==> config.mk <==
export PLATFORM = sky130hd
export DESIGN_NAME = fft_stage_ctrl_flat
export DESIGN_NICKNAME = d
export VERILOG_FILES = /design/src/rtl/fft_stage_ctrl_if.sv /design/src/rtl/fft_stage_ctrl.sv /design/src/flat_wrapper.sv
export SDC_FILE = /design/constraint.sdc
export NUM_CORES = 1
export LEC_CHECK = 0
export BUFFER_PORTS_ARGS = -buffer_cell sky130_fd_sc_hd__buf_4
export CORE_ASPECT_RATIO = 0.7
export CORE_MARGIN = 10
export CORE_UTILIZATION = 35
export DETAILED_ROUTE_END_ITERATION = 16
export HOLD_SLACK_MARGIN = 0.1
export PLACE_DENSITY = 0.67
export SYNTH_ARGS = -nofsm -noshare
export SYNTH_HDL_FRONTEND = slang
export SYNTH_SLANG_ARGS = --single-unit
==> constraint.sdc <==
create_clock -name clk_i -period 5.2 [get_ports clk_i]
set_input_delay 1.04 -clock clk_i [delete_from_list [all_inputs] [get_ports clk_i]]
set_output_delay 1.04 -clock clk_i [all_outputs]
set_load 0.03 [all_outputs]
==> src/rtl/fft_stage_ctrl_if.sv <==
// Bank-side control bundle of the in-place radix-4 FFT pass sequencer.
// slave is the sequencer; master is the loader/SRAM/butterfly side.
interface fft_stage_ctrl_if #(
  parameter int AddrWidth = 4,
  parameter int NumStages = AddrWidth / 2 + 1
);
  localparam int SW = (NumStages > 1) ? $clog2(NumStages) : 1;

  logic                       start_fft_i;
  logic                       ren_o;
  logic [3:0][AddrWidth-1:0]  rd_addr_o;
  logic [AddrWidth-1:0]       tw_idx_o;
  logic [SW-1:0]              stage_o;
  logic [3:0]                 wen_o;
  logic [3:0][AddrWidth-1:0]  wr_addr_o;
  logic                       busy_o;
  logic                       done_o;

  modport master (
    output start_fft_i,
    input  ren_o,
    input  rd_addr_o,
    input  tw_idx_o,
    input  stage_o,
    input  wen_o,
    input  wr_addr_o,
    input  busy_o,
    input  done_o
  );

  modport slave (
    input  start_fft_i,
    output ren_o,
    output rd_addr_o,
    output tw_idx_o,
    output stage_o,
    output wen_o,
    output wr_addr_o,
    output busy_o,
    output done_o
  );
endinterface

==> src/rtl/fft_stage_ctrl.sv <==
// In-place radix-4 pass sequencer: reads all four banks per slot,
// drives twiddle index, writes back after the butterfly latency.
module fft_stage_ctrl #(
  parameter int AddrWidth   = 4,
  parameter int NumStages   = AddrWidth / 2 + 1,
  parameter int BflyLatency = 4
) (
  input  logic           clk_i,
  input  logic           rst_ni,
  fft_stage_ctrl_if.slave bus
);
  localparam int AW = AddrWidth;
  localparam int L  = BflyLatency;
  localparam int SW = (NumStages > 1) ? $clog2(NumStages) : 1;

  typedef enum logic [1:0] {
    IDLE,
    READ,
    DRAIN,
    DONE
  } state_e;

  state_e          state_q, state_d;
  logic [AW-1:0]   k_q, k_d;
  logic [SW-1:0]   s_q, s_d;

  logic            ren_q, ren_d;
  logic [AW-1:0]   ra_q, ra_d;
  logic [AW-1:0]   tw_q, tw_d;
  logic [SW-1:0]   stage_q;
  logic            busy_q, busy_d;
  logic            done_q, done_d;
  logic [2*AW-1:0] rot;

  logic [L:1]          dl_vld;
  logic [L:1][AW-1:0]  dl_adr;
  logic [L:0]          pend;
  logic                last_wr;
  logic                k_last;
  logic                s_last;

  // The pass is fully written back when only the oldest slot is still live.
  always_comb begin
    pend    = {dl_vld, ren_q};
    last_wr = pend[L] & ~(|pend[L-1:0]);
    k_last  = (k_q == '1);
    s_last  = (s_q == SW'(NumStages - 1));
  end

  always_ff @(posedge clk_i or negedge rst_ni) begin
    if (!rst_ni) begin
      state_q <= IDLE;
      k_q     <= '0;
      s_q     <= '0;
    end else begin
      state_q <= state_d;
      k_q     <= k_d;
      s_q     <= s_d;
    end
  end

  always_comb begin
    state_d = state_q;
    k_d     = k_q;
    s_d     = s_q;
    unique case (1'b1)
      (state_q == IDLE): begin
        if (bus.start_fft_i) begin
          state_d = READ;
          k_d     = '0;
          s_d     = '0;
        end
      end
      (state_q == READ): begin
        if (k_last) begin
          state_d = DRAIN;
        end else begin
          k_d = k_q + 1'b1;
        end
      end
      (state_q == DRAIN): begin
        if (last_wr) begin
          if (!s_last) begin
            state_d = READ;
            k_d     = '0;
            s_d     = s_q + 1'b1;
          end else begin
            state_d = DONE;
          end
        end
      end
      (state_q == DONE): begin
        state_d = IDLE;
        k_d     = '0;
        s_d     = '0;
      end
      default: state_d = IDLE;
    endcase
  end

  // Outputs are derived from the next state so they land registered
  // in the same cycle the FSM enters it.
  always_comb begin
    rot    = {k_d, k_d} << {s_d, 1'b0};
    ren_d  = (state_d == READ);
    ra_d   = '0;
    tw_d   = '0;
    if (ren_d) begin
      ra_d = rot[2*AW-1:AW];
      tw_d = k_d << {s_d, 1'b0};
    end
    busy_d = (state_d == READ) || (state_d == DRAIN);
    done_d = (state_d == DONE);
  end

  always_ff @(posedge clk_i or negedge rst_ni) begin
    if (!rst_ni) begin
      ren_q   <= 1'b0;
      ra_q    <= '0;
      tw_q    <= '0;
      stage_q <= '0;
      busy_q  <= 1'b0;
      done_q  <= 1'b0;
    end else begin
      ren_q   <= ren_d;
      ra_q    <= ra_d;
      tw_q    <= tw_d;
      stage_q <= s_d;
      busy_q  <= busy_d;
      done_q  <= done_d;
    end
  end

  always_ff @(posedge clk_i or negedge rst_ni) begin
    if (!rst_ni) begin
      dl_vld <= '0;
      dl_adr <= '0;
    end else begin
      dl_vld[1] <= ren_q;
      dl_adr[1] <= ra_q;
      for (int i = 2; i <= L; i++) begin
        dl_vld[i] <= dl_vld[i-1];
        dl_adr[i] <= dl_adr[i-1];
      end
    end
  end

  assign bus.ren_o     = ren_q;
  assign bus.rd_addr_o = {4{ra_q}};
  assign bus.tw_idx_o  = tw_q;
  assign bus.stage_o   = stage_q;
  assign bus.wen_o     = {4{dl_vld[L]}};
  assign bus.wr_addr_o = {4{dl_adr[L]}};
  assign bus.busy_o    = busy_q;
  assign bus.done_o    = done_q;
endmodule

==> src/flat_wrapper.sv <==
// flat-port wrapper written by rule: the top's interface ports become plain ports
module fft_stage_ctrl_flat 
#(
  parameter int AddrWidth   = 4,
  parameter int NumStages   = AddrWidth / 2 + 1,
  parameter int BflyLatency = 4
)
  (clk_i, rst_ni, bus_start_fft_i, bus_ren_o, bus_rd_addr_o, bus_tw_idx_o, bus_stage_o, bus_wen_o, bus_wr_addr_o, bus_busy_o, bus_done_o);
  fft_stage_ctrl_if #(.AddrWidth(AddrWidth), .NumStages(NumStages)) bus_i ();
  input  logic clk_i;
  input  logic rst_ni;
  input wire logic [$bits(bus_i.start_fft_i)-1:0] bus_start_fft_i;
  output wire logic [$bits(bus_i.ren_o)-1:0] bus_ren_o;
  output wire logic [$bits(bus_i.rd_addr_o)-1:0] bus_rd_addr_o;
  output wire logic [$bits(bus_i.tw_idx_o)-1:0] bus_tw_idx_o;
  output wire logic [$bits(bus_i.stage_o)-1:0] bus_stage_o;
  output wire logic [$bits(bus_i.wen_o)-1:0] bus_wen_o;
  output wire logic [$bits(bus_i.wr_addr_o)-1:0] bus_wr_addr_o;
  output wire logic [$bits(bus_i.busy_o)-1:0] bus_busy_o;
  output wire logic [$bits(bus_i.done_o)-1:0] bus_done_o;
  assign bus_i.start_fft_i = bus_start_fft_i;
  assign bus_ren_o = bus_i.ren_o;
  assign bus_rd_addr_o = bus_i.rd_addr_o;
  assign bus_tw_idx_o = bus_i.tw_idx_o;
  assign bus_stage_o = bus_i.stage_o;
  assign bus_wen_o = bus_i.wen_o;
  assign bus_wr_addr_o = bus_i.wr_addr_o;
  assign bus_busy_o = bus_i.busy_o;
  assign bus_done_o = bus_i.done_o;
  fft_stage_ctrl #(.AddrWidth(AddrWidth), .NumStages(NumStages), .BflyLatency(BflyLatency)) u_core (.clk_i(clk_i), .rst_ni(rst_ni), .bus(bus_i));
endmodule
=== After elaboration in Yosys (flattened, before gate mapping) ===
Index checks and enable logic that the tools add are counted.

* Equality and inequality tests: 8
* Add/subtract/negate cells: 2
* Shift-type cells: 2
* Reduce and logical (&&, ||, !) cells: 3
* Muxes and demuxes: 16
* Bitwise operators: 2

{| class="wikitable"
|+ Operators with widths
! cell !! count
|-
| $mux 4 || 6
|-
| $pmux 4 s4 || 1
|-
| $mux 2 || 7
|-
| $pmux 2 s3 || 2
|-
| $eq 2x2->1 const B || 5
|-
| $shl 8x3->8 || 1
|-
| $add 4x1->4 const B || 1
|-
| $eq 2x1->1 const B || 2
|-
| $eq 4x4->1 const B || 1
|-
| $reduce_or 4->1 || 1
|-
| $shl 4x3->4 || 1
|-
| $add 2x1->2 const B || 1
|-
| $logic_not 2->1 || 1
|-
| $and 1x1->1 || 1
|-
| $logic_or 1x1->1 || 1
|-
| $not 1->1 || 1
|}

* Bits in registers: 39
* Input port bits: 3
* Word-level logic and storage cells: 46
* Output and inout port bits: 45

=== Depth between registers and ports, before layout ===
Gate-level depths: netlist of the first run.

* Word-level depth: 7
* Gate-level depth with buffers: 8

=== Least setup slack after synthesis of the first run ===
Ideal clock, no wire load.

* Path type: input port to flip-flop
* From: in bus_start_fft_i
* To: reg u_core.tw_q[3] (netlist: u_core.bus.tw_idx_o[3])
* Cell stages on the path: 5
* Data required time: 5.131 ns
* Arrival: 2.068 ns
* Path buffers: 0
* Slack: 3.063 ns
* Cells stage by stage: and2b_1 -> or3_1 -> o211ai_4 -> mux2_4 -> nor2_2

* Longest elaborated chain between the ends: 4
* Elaborated cells on any way between the ends: 9
* Classes of those cells: eq/ne (1); shift (1); mux (7)

{| class="wikitable"
|+ Ends and longest elaborated chain
! item !! line !! source
|-
| start: declaration || flat_wrapper.sv:12 || <nowiki>input wire logic [$bits(bus_i.start_fft_i)-1:0] bus_start_fft_i;</nowiki>
|-
| $mux 2 || fft_stage_ctrl.sv:68 || <nowiki>if (bus.start_fft_i) begin</nowiki>
|-
| $pmux 2 s3 || fft_stage_ctrl.sv:66 || <nowiki>unique case (1'b1)</nowiki>
|-
| named net u_core.s_d[0] || fft_stage_ctrl.sv:25 || <nowiki>logic [SW-1:0] s_q, s_d;</nowiki>
|-
| $shl 4x3->4 || fft_stage_ctrl.sv:110 || <nowiki>tw_d = k_d << {s_d, 1'b0};</nowiki>
|-
| $mux 4 || fft_stage_ctrl.sv:108 || <nowiki>if (ren_d) begin</nowiki>
|-
| named net u_core.tw_d[3] || fft_stage_ctrl.sv:29 || <nowiki>logic [AW-1:0] tw_q, tw_d;</nowiki>
|-
| end signal: assignment || fft_stage_ctrl.sv:127 || <nowiki>tw_q <= tw_d;</nowiki>
|-
| end: declaration || fft_stage_ctrl.sv:29 ||
|}

The timed path passes the listed nets, and every way through them passes these cells.

=== Final worst setup path of the first run ===
Ends and elaborated chain as after synthesis.

==> results of run 1 <==
-- area by class of cell --
type / instances / area share
multi-input combinational: 62 / 0.250
clock buffer: 6 / 0.0395
clock inverter: 2 / 0.0168
timing repair buffer: 47 / 0.169
sequential: 39 / 0.467
tap: 69 / 0.0413
inverter: 9 / 0.0162
-- critical path: stages --
cell and delay, ns:
sky130_fd_sc_hd__buf_4 0.13, sky130_fd_sc_hd__and2b_1 0.17, sky130_fd_sc_hd__or3_1 0.35, sky130_fd_sc_hd__o211ai_4 0.15, sky130_fd_sc_hd__mux2_4 0.35, sky130_fd_sc_hd__nor2_2 0.08
-- worst paths after layout --
kind                                             from                          endpoint  slack (ns)  cells after the start
max                                   bus_start_fft_i  u_core.bus.tw_idx_o[3]$_DFF_PN0_        3.14                      6
min                        u_core.dl_adr[2]$_DFF_PN0_        u_core.dl_adr[6]$_DFF_PN0_        0.35                      0
max reg2reg                   u_core.k_q[0]$_DFF_PN0_  u_core.bus.tw_idx_o[1]$_DFF_PN0_        3.25                      7
min reg2reg                u_core.dl_adr[2]$_DFF_PN0_        u_core.dl_adr[6]$_DFF_PN0_        0.35                      0
max in group asynchronous                      rst_ni        u_core.dl_adr[6]$_DFF_PN0_        4.16                      1
min in group asynchronous                      rst_ni        u_core.dl_vld[3]$_DFF_PN0_        0.71                      1
-- power breakdown --
group,total [mW],internal (mW),switching (mW)
combinational,0.745,0.273,0.473
sequential,0.529,0.422,0.106
clock,0.256,0.155,0.101
total,1.53,0.850,0.680
-- placed cells by master, fill, tap and decap left out, types with 3 or more instances in the layout --
cell type | Yosys | final
sky130_fd_sc_hd__clkbuf_8 | 0 | 6
sky130_fd_sc_hd__nand3_1 | 3 | 3
sky130_fd_sc_hd__nor4b_1 | 3 | 3
sky130_fd_sc_hd__ha_1 | 5 | 5
sky130_fd_sc_hd__nand3b_1 | 3 | 3
sky130_fd_sc_hd__a21oi_1 | 4 | 4
sky130_fd_sc_hd__nand2b_1 | 3 | 3
sky130_fd_sc_hd__inv_1 | 9 | 9
sky130_fd_sc_hd__buf_4 | 33 | 47
sky130_fd_sc_hd__nor3_1 | 3 | 3
sky130_fd_sc_hd__nor2_1 | 4 | 4
sky130_fd_sc_hd__dfrtp_1 | 39 | 39
-- logic make-up (layout without fill, tap and decap cells) --
kind of cell / Yosys count / count (layout) / share of synthesized area
buffers and inverters: 44 / 64 / 0.162
flip-flops: 39 / 39 / 0.546
AND/OR/NAND/NOR: 37 / 37 / 0.146
AO/OA/AOI/OAI: 18 / 18 / 0.0973
adder cells (fa/ha/maj): 5 / 5 / 0.0350
multiplexers: 2 / 2 / 0.0140
-- through the flow --
| stage | hold slack (ns) | power, mW | instance area, µm² | instances |
|---|---|---|---|---|
| floorplan | 0.331 | 1.14 | 1790 | 145 |
| global placement | 0.332 | 1.28 | 1970 | 226 |
| detailed placement | 0.335 | 1.29 | 1970 | 226 |
| CTS | 0.350 | 1.55 | 2090 | 234 |
| global route | 0.366 | 1.62 | 2090 | 234 |
| finish | 0.350 | 1.53 | 2090 | 234 |
-- metal layers --
layer | global-route usage | vias up | share of wire
li1 | - | 493 | -
met1 | 0.110 | 487 | 0.49
met2 | 0.102 | 42 | 0.41
met3 | 0.0476 | 0 | 0.099
met4 | 0.0164 | 0 | 0
met5 | 0 | - | 0
-- state kept, by name (all words and copies together) (netlist names) --
| signal | cells |
|---|---|
| u_core.bus.busy_o | 1 |
| u_core.bus.done_o | 1 |
| u_core.bus.ren_o | 1 |
| u_core.bus.tw_idx_o | 4 |
| u_core.bus.wr_addr_o | 4 |
| u_core.dl_adr | 12 |
| u_core.dl_vld | 4 |
| u_core.k_q | 4 |
| u_core.ra_q | 4 |
| u_core.s_q | 2 |
| u_core.state_q | 2 |
==> flow_summary.json, run 1 <==
{
  "run_status": "finished, final reports clean",
  "post_route_cells_drive_above_1_share": 0.424,
  "cts_tree": "yes",
  "drv_cap": 0,
  "grt_first_pass_wirelength_mm": 5.47,
  "number_of_diodes_added_for_antenna_fixing": 0,
  "area_growth_pct": 16.8,
  "syn-instance-count": 145,
  "cts_root_buffer": "sky130_fd_sc_hd__clkbuf_8",
  "initial_antenna_violation_count": 0,
  "final.setup_skew_ns": 0.00577,
  "fill_cells": 444,
  "first_iter_violations": 42,
  "post-cts-setup-buffer-count": 0,
  "cts_made_buffers": 5,
  "period_minus_ws_final_ns": 2.06,
  "setup-tns-final_ns": 0,
  "cp-end-kind": "flip-flop",
  "period_share": 0.396,
  "max_slew.worst_pin.slew_ns": 0.470,
  "syn_area_mm2": 0.00179,
  "timing.slew.headroom": 0.687,
  "drt_pre_antenna_iters": 4,
  "type_of_the_worst_setup_path": "input port to flip-flop",
  "ctsResizeCount": 0,
  "postLayoutCoreUtil": 0.430,
  "crit_fanout": 9,
  "grt_util_all_layers": 0.0800,
  "clock.fmax_mhz": 486,
  "drt-total-wl_mm": 3.34,
  "warning_count_from_the_yosys_run": 0,
  "routed_wire_length_per_instance_um": 14.3,
  "netlist.top_cell.by_area": "sky130_fd_sc_hd__dfrtp_1",
  "cp.arrival_ns": 2.27,
  "multi_input_area_um2": 522,
  "detailedPlacementHpwl_mm": 2.53,
  "power_per_cell_area_mw_per_mm2": 733,
  "critPathLaunchType": "input port",
  "synth-main-ff-cell": "sky130_fd_sc_hd__dfrtp_1",
  "cts.clk_slew.worst_paths_ns": 0.07,
  "number_of_i_o_pins": 48,
  "final_net_count": 172,
  "post_synth_main_area_contributors": "sky130_fd_sc_hd__dfrtp_1, sky130_fd_sc_hd__buf_4, sky130_fd_sc_hd__ha_1",
  "worstPathRequired_ns": 5.42,
  "report.final.setup_viol": 0,
  "numClockSinks": 39,
  "synth_fp_nets": 153,
  "die_w_um": 105,
  "clock_tree.buffer_depth": 2,
  "synth_edf_count": 0,
  "drt_drc": 0,
  "h-tree-depth": 2,
  "async_flop_share": 1.00,
  "power.static_leakage_nw": 1.01,
  "post_placement_setup_slack_ns": 2.85,
  "synth_seq_cells": 39,
  "ff_latch_area_um2": 976,
  "core_area_mm2": 0.00486,
  "floorplan.die.height_um": 79.8,
  "drt.antenna.violating_nets": 0,
  "post-synth-top-count-cell": "sky130_fd_sc_hd__dfrtp_1",
  "portBuffers": 47,
  "floorplan.initialDensity": 0.368,
  "final_max_slew_viol_count": 0,
  "post_cts_hold_buffer_count": 0,
  "grt_max_degree": 40,
  "placement_rows": 21,
  "grt_pass1_vias": 1010,
  "routabilityCongestion": 0.738,
  "finalHoldViolCount": 0,
  "yosysSeqAreaShare": 0.546,
  "hp-class": "flip-flop to flip-flop",
  "synth.lib_cells_used.distinct": 42,
  "synth_top_cells_by_count": "sky130_fd_sc_hd__dfrtp_1, sky130_fd_sc_hd__buf_4, sky130_fd_sc_hd__inv_1, sky130_fd_sc_hd__ha_1",
  "clock_latency_ns": 0.28,
  "postSynthAreaPerCell_um2": 12.3,
  "floorplan.die_area_mm2": 0.00841,
  "postLayoutSetupSlackWorst_ns": 3.14,
  "routed-via-count": 1022,
  "synth_largest_type_area_fraction": 0.546,
  "vias_per_cell": 4.37,
  "rsz0062_at_grt": "false",
  "peak_vdd_ir_v": 0.000301,
  "grt_overflow_total": 0
}
Note: power is estimated with default switching activity, not from simulation.
==> run 2, diff against run 1 <==
--- a/config.mk
+++ b/config.mk
@@ -5,6 +5,7 @@
 export SDC_FILE = /design/constraint.sdc
 export NUM_CORES = 1
 export LEC_CHECK = 0
+export ABC_AREA = 1
 export BUFFER_PORTS_ARGS = -buffer_cell sky130_fd_sc_hd__buf_4
 export CORE_ASPECT_RATIO = 0.7
 export CORE_MARGIN = 10
==> constraint.sdc (replaced) <==
create_clock -name clk_i -period 2.1 [get_ports clk_i]
set_input_delay 0.42 -clock clk_i [delete_from_list [all_inputs] [get_ports clk_i]]
set_output_delay 0.42 -clock clk_i [all_outputs]
set_load 0.03 [all_outputs]
==> flow_summary.json, run 2 <==
{
  "number_of_i_o_pins": 48,
  "setup-tns-final_ns": 0,
  "postLayoutSetupSlackWorst_ns": 0.320,
  "power_frac_comb": 0.013,
  "yosysSeqAreaShare": 0.536,
  "clock.fmax_mhz": 562,
  "drt.antenna.violating_nets": 0,
  "gr-usage-met1": 0.112,
  "place_area_mm2": 0.00202,
  "grt_max_degree": 40,
  "syn_area_mm2": 0.00182,
  "post_cts_hold_buffer_count": 1,
  "most_common_cell_after_layout_fill_and_taps_aside": "sky130_fd_sc_hd__buf_4",
  "number_of_diodes_added_for_antenna_fixing": 0,
  "synth_seq_cells": 39,
  "final.setup_skew_ns": 0.00612,
  "synth_top_cells_by_count": "sky130_fd_sc_hd__dfrtp_1, sky130_fd_sc_hd__buf_4, sky130_fd_sc_hd__nand2_1, sky130_fd_sc_hd__inv_1, sky130_fd_sc_hd__nand3_1",
  "post_placement_setup_slack_ns": 0.339,
  "synth.lib_cells_used.distinct": 22,
  "synth-main-ff-cell": "sky130_fd_sc_hd__dfrtp_1",
  "post-route-cell-area_mm2": 0.00217,
  "die_w_um": 106,
  "dpl.cell_count": 265,
  "pwr-share-clk": 0.488,
  "cts.clk_slew.worst_paths_ns": 0.08,
  "synth_fp_nets": 189,
  "initial_antenna_violation_count": 0,
  "synth_largest_type_area_fraction": 0.536,
  "peak_vdd_ir_v": 0.000307,
  "numClockSinks": 39,
  "grt_first_pass_wirelength_mm": 5.93,
  "critPathLaunchType": "flip-flop",
  "clock_tree.buffer_depth": 2,
  "grt_util_met2": 0.125,
  "area_growth_pct": 19.0,
  "number_of_flip_flops_in_the_largest_register": 12,
  "drv_cap": 0,
  "syn-instance-count": 181,
  "worst_hold_slack_ns": 0.349,
  "layout_common_cells": "sky130_fd_sc_hd__buf_4, sky130_fd_sc_hd__dfrtp_1, sky130_fd_sc_hd__nand2_1",
  "post_synth_main_area_contributors": "sky130_fd_sc_hd__dfrtp_1, sky130_fd_sc_hd__buf_4, sky130_fd_sc_hd__nand2_1",
  "grt_util_all_layers": 0.0875,
  "cts_tree": "yes",
  "power_per_cell_area_mw_per_mm2": 694,
  "crit_fanout": 8,
  "vias_per_cell": 4.34,
  "gr-max-usage-layer": "met2",
  "grt_overflow_total": 0,
  "floorplan.die_area_mm2": 0.00853,
  "period_minus_ws_final_ns": 1.78,
  "period_share": 0.848,
  "drt_pre_antenna_iters": 4,
  "synth_edf_count": 0,
  "cp.arrival_ns": 1.99,
  "detailedPlacementHpwl_mm": 2.91,
  "final_net_count": 212,
  "routabilityCongestion": 0.894,
  "post-synth-top-count-cell": "sky130_fd_sc_hd__dfrtp_1",
  "sw_frac_of_total": 0.183,
  "final_max_slew_viol_count": 0,
  "finalHoldViolCount": 0,
  "cts_root_buffer": "sky130_fd_sc_hd__clkbuf_8",
  "clock_latency_ns": 0.29,
  "core_area_mm2": 0.00491,
  "drt_drc": 0,
  "first_iter_violations": 113,
  "power.static_leakage_nw": 1.18,
  "post-cts-setup-buffer-count": 0,
  "grt_pass1_vias": 1139,
  "power_report.internal_total_mw": 1.23,
  "placement_rows": 21,
  "type_of_the_worst_setup_path": "flip-flop to flip-flop",
  "gr-usage-met3": 0.0518,
  "drt-total-wl_mm": 3.71,
  "p_seq_frac": 0.499,
  "h-tree-depth": 2,
  "hp-class": "flip-flop to flip-flop",
  "portBuffers": 47,
  "post_route_cells_drive_above_1_share": 0.380,
  "timing.slew.headroom": 0.688,
  "async_flop_share": 1.00,
  "routed_wire_length_per_instance_um": 13.5,
  "final_cells": 274,
  "routed-via-count": 1190,
  "postSynthAreaPerCell_um2": 10.1,
  "power_switching_mw": 0.276,
  "report.final.setup_viol": 0,
  "netlist.top_cell.by_area": "sky130_fd_sc_hd__dfrtp_1",
  "cts_made_buffers": 5,
  "run_status": "finished, final reports clean",
  "rsz0062_at_grt": "false",
  "max_slew.worst_pin.slew_ns": 0.468,
  "floorplan.initialDensity": 0.371,
  "ctsResizeCount": 0,
  "worstPathRequired_ns": 2.31,
  "cp-end-kind": "flip-flop",
  "warning_count_from_the_yosys_run": 0,
  "floorplan.die.height_um": 80.3,
  "largest_register": "u_core.dl_adr"
}
==> run 2: cell families after synthesis <==
| logic type | Yosys count | synth area share |
|---|---|---|
| compound gates | 12 | 0.0433 |
| fa+ha+maj | 5 | 0.0344 |
| simple gates | 72 | 0.211 |
| flops | 39 | 0.536 |
| buf+inv | 53 | 0.175 |
==> run 2: final cells by class <==
type                    instances  area, µm²
clock buffers                   5       68.8
clock inverters                 3       67.6
fillers                       467       2750
inverters                      21       78.8
multi-input cells              89        526
flip-flops and latches         39        976
well taps                      69       86.3
repair buffers                 48        363
==> run 2: layer usage <==
layer	routed length (µm)	share of wire
met1	1740	0.47
met2	1610	0.44
met3	338	0.091
met4	10	0.0027
met5	0	0
==> run 2: power by group through the flow <==
stage,logic (mW),clock network (mW),registers [mW]
CTS,0.0208,0.750,0.750
finish,0.0196,0.734,0.750
global placement,0.0199,0,0.765
detailed placement,0.0193,0,0.765
global route,0.0234,0.779,0.750
floorplan,0.000781,0,0.765
==> run 2: stage by stage <==
stage	util	power (mW)
2_1_floorplan	-	0.766
3_3_place_gp	0.411	0.785
3_5_place_dp	0.411	0.785
4_1_cts	0.441	1.52
5_1_grt	0.441	1.55
6_report	0.441	1.50
==> run 2: critical path, cell delays in order (launching register included) <==
cell and delay [ns]:
sky130_fd_sc_hd__dfrtp_1 0.41, sky130_fd_sc_hd__inv_1 0.09, sky130_fd_sc_hd__nor2_4 0.21, sky130_fd_sc_hd__nand3_4 0.15, sky130_fd_sc_hd__o21ai_0 0.17, sky130_fd_sc_hd__o21ai_1 0.12, sky130_fd_sc_hd__inv_1 0.08, sky130_fd_sc_hd__ha_1 0.19
sky130_fd_sc_hd__nand2_1 0.13, sky130_fd_sc_hd__a21oi_1 0.15
==> run 2: worst paths after layout <==
check / from / slack (ns) / cells past startpoint / to
hold / removal: u_core.dl_adr[8]$_DFF_PN0_ / 0.35 / 0 / u_core.bus.wr_addr_o[0]$_DFF_PN0_
setup reg to reg: u_core.dl_vld[4]$_DFF_PN0_ / 0.32 / 9 / u_core.bus.tw_idx_o[2]$_DFF_PN0_
hold reg to reg: u_core.dl_adr[8]$_DFF_PN0_ / 0.35 / 0 / u_core.bus.wr_addr_o[0]$_DFF_PN0_
max in group asynchronous: rst_ni / 1.15 / 2 / u_core.dl_adr[0]$_DFF_PN0_
setup / recovery: u_core.dl_vld[4]$_DFF_PN0_ / 0.32 / 9 / u_core.bus.tw_idx_o[2]$_DFF_PN0_
min in group asynchronous: rst_ni / 0.63 / 2 / u_core.state_q[1]$_DFF_PN0_
==> run 3, diff against run 2 <==
==> constraint.sdc (replaced) <==
create_clock -name clk_i -period 1.8 [get_ports clk_i]
set_input_delay 0.36 -clock clk_i [delete_from_list [all_inputs] [get_ports clk_i]]
set_output_delay 0.36 -clock clk_i [all_outputs]
set_load 0.03 [all_outputs]
==> flow_summary.json, run 3 (same netlist as run 2, synthesis figures left out) <==
{
  "portBuffers": 47,
  "h-tree-depth": 2,
  "max_slew.worst_pin.slew_ns": 0.485,
  "cts_tree": "yes",
  "postLayoutCoreUtil": 0.450,
  "worst_hold_slack_ns": 0.350,
  "most_common_cell_after_layout_fill_and_taps_aside": "sky130_fd_sc_hd__buf_4",
  "area_growth_pct": 21.4,
  "floorplan.die_area_mm2": 0.00853,
  "post_placement_setup_slack_ns": -0.0150,
  "grt_pass1_vias": 1248,
  "rsz0062_at_grt": "false",
  "clock_tree.buffer_depth": 2,
  "crit-reg2reg-launch": "u_core.k_q[1]$_DFF_PN0_",
  "numClockSinks": 39,
  "critical_path.slowest_cell": "sky130_fd_sc_hd__dfrtp_1",
  "grt_first_pass_wirelength_mm": 6.50,
  "cts.clk_slew.worst_paths_ns": 0.07,
  "path_common_cell": "sky130_fd_sc_hd__inv_1",
  "grt_util_all_layers": 0.0947,
  "critPathMaxStageDelay_ns": 0.38,
  "drt-total-wl_mm": 4.01,
  "post_route_cells_drive_above_1_share": 0.420,
  "initial_antenna_violation_count": 0,
  "run_status": "finished, final reports clean",
  "floorplan.initialDensity": 0.371,
  "timing.slew.headroom": 0.676,
  "period_share": 0.917,
  "die_w_um": 106,
  "first_iter_violations": 109,
  "clock_latency_ns": 0.29,
  "number_of_diodes_added_for_antenna_fixing": 0,
  "type_of_the_worst_setup_path": "flip-flop to flip-flop",
  "timing.critical_path.cells": "ha_2, nand2_2, nor2_4, inv_2, o21ai_2, inv_1, ha_1, inv_1, a21oi_1",
  "period_minus_ws_final_ns": 1.65,
  "grt_max_degree": 40,
  "reg2reg_slack_ns": 0.15,
  "routed-via-count": 1259,
  "p_total_mw": 1.62,
  "grt_overflow_total": 0,
  "power.static_leakage_nw": 1.21,
  "terminus_of_the_critical_flop_to_flop_path": "u_core.ra_q[2]$_DFF_PN0_",
  "min_from": "u_core.dl_adr[6]$_DFF_PN0_",
  "number_of_flip_flops_in_the_largest_register": 12,
  "critPathLaunchType": "flip-flop",
  "clock.fmax_mhz": 606,
  "drt_drc": 0,
  "power_per_cell_area_mw_per_mm2": 734,
  "largest_register": "u_core.dl_adr",
  "fill_cells": 455,
  "crit_fanout": 5,
  "finalHoldViolCount": 0,
  "placement_rows": 21,
  "drt.antenna.violating_nets": 0,
  "cts_made_buffers": 5,
  "worstPathRequired_ns": 1.98,
  "floorplan.die.height_um": 80.3,
  "drt_pre_antenna_iters": 4,
  "routed_wire_length_per_instance_um": 14.3,
  "cp-end-kind": "flip-flop",
  "place_area_mm2": 0.00204,
  "register_to_register_path_depth": 9,
  "worst_hold_path_endpoint": "u_core.dl_adr[10]$_DFF_PN0_",
  "layout_common_cells": "sky130_fd_sc_hd__buf_4, sky130_fd_sc_hd__dfrtp_1, sky130_fd_sc_hd__nand2_1",
  "cp.arrival_ns": 1.83,
  "routabilityCongestion": 0.897,
  "postLayoutSetupSlackWorst_ns": 0.150,
  "cts_root_buffer": "sky130_fd_sc_hd__clkbuf_8",
  "report.final.setup_viol": 0,
  "ff_latch_area_um2": 976,
  "cells_on_worst_hold_path": 0,
  "post-route-cell-area_mm2": 0.00221,
  "drv_cap": 0,
  "detailedPlacementHpwl_mm": 3.03,
  "final_net_count": 219,
  "vias_per_cell": 4.48,
  "core_area_mm2": 0.00491,
  "peak_vdd_ir_v": 0.000352,
  "final.setup_skew_ns": 0.00751,
  "final_max_slew_viol_count": 0,
  "multi_input_area_um2": 541,
  "number_of_i_o_pins": 48,
  "hp-class": "flip-flop to flip-flop"
}
-- run 3: cell type report --
type,count,area share
clock inverter,3,0.0198
inverter,21,0.0357
sequential,39,0.442
clock buffer,5,0.0311
multi-input combinational,89,0.245
timing repair buffer,55,0.188
tap,69,0.0391
-- run 3: where the power goes --
part	internal, mW	leakage, nW	switching [mW]	total (mW)
combinational	0.00453	0.638	0.0193	0.0238
clock	0.413	0.0581	0.311	0.723
sequential	0.875	0.509	0	0.875
-- run 3: timing repair --
item                                    4_1_cts  5_1_grt
hold buffers                                  1        0
hold endpoints to repair                     39        0
setup buffers                                 3        1
pin swaps                                     1        1
endpoints found under the setup margin        2        9
gates resized for setup                       1        4
cloned                                        0        0
-- run 3: worst max path at each step --
stage,from,to,cells past startpoint
final,u_core.k_q[1]$_DFF_PN0_,u_core.ra_q[2]$_DFF_PN0_,9
after global routing,u_core.k_q[0]$_DFF_PN0_,u_core.ra_q[0]$_DFF_PN0_,9
after CTS,u_core.dl_vld[3]$_DFF_PN0_,u_core.bus.tw_idx_o[2]$_DFF_PN0_,8
after detailed placement,u_core.dl_vld[4]$_DFF_PN0_,u_core.bus.tw_idx_o[3]$_DFF_PN0_,9
after global placement,u_core.bus.ren_o$_DFF_PN0_,u_core.bus.tw_idx_o[3]$_DFF_PN0_,8
after floorplan,u_core.s_q[0]$_DFF_PN0_,u_core.bus.tw_idx_o[2]$_DFF_PN0_,8
-- run 3: layer usage --
layer	wire length, µm	track usage
met1	1840	0.124
met2	1780	0.142
met3	338	0.0391
met4	46	0.0243
met5	0	0
-- run 3: critical path, delay by kind of cell (launching register included) --
family	cells	cell delay (ns)
adder cells (fa/ha/maj)	2	0.43
flip-flops	1	0.38
buffers and inverters	3	0.26
AO/OA/AOI/OAI	2	0.23
AND/OR/NAND/NOR	2	0.23
-- run 3: metrics by stage --
step | TNS [ns] | cells
detailed placement | -0.0150 | 268
floorplan | 0 | 181
global placement | 0 | 268
finish | 0 | 281
CTS | 0 | 280
global route | 0 | 281
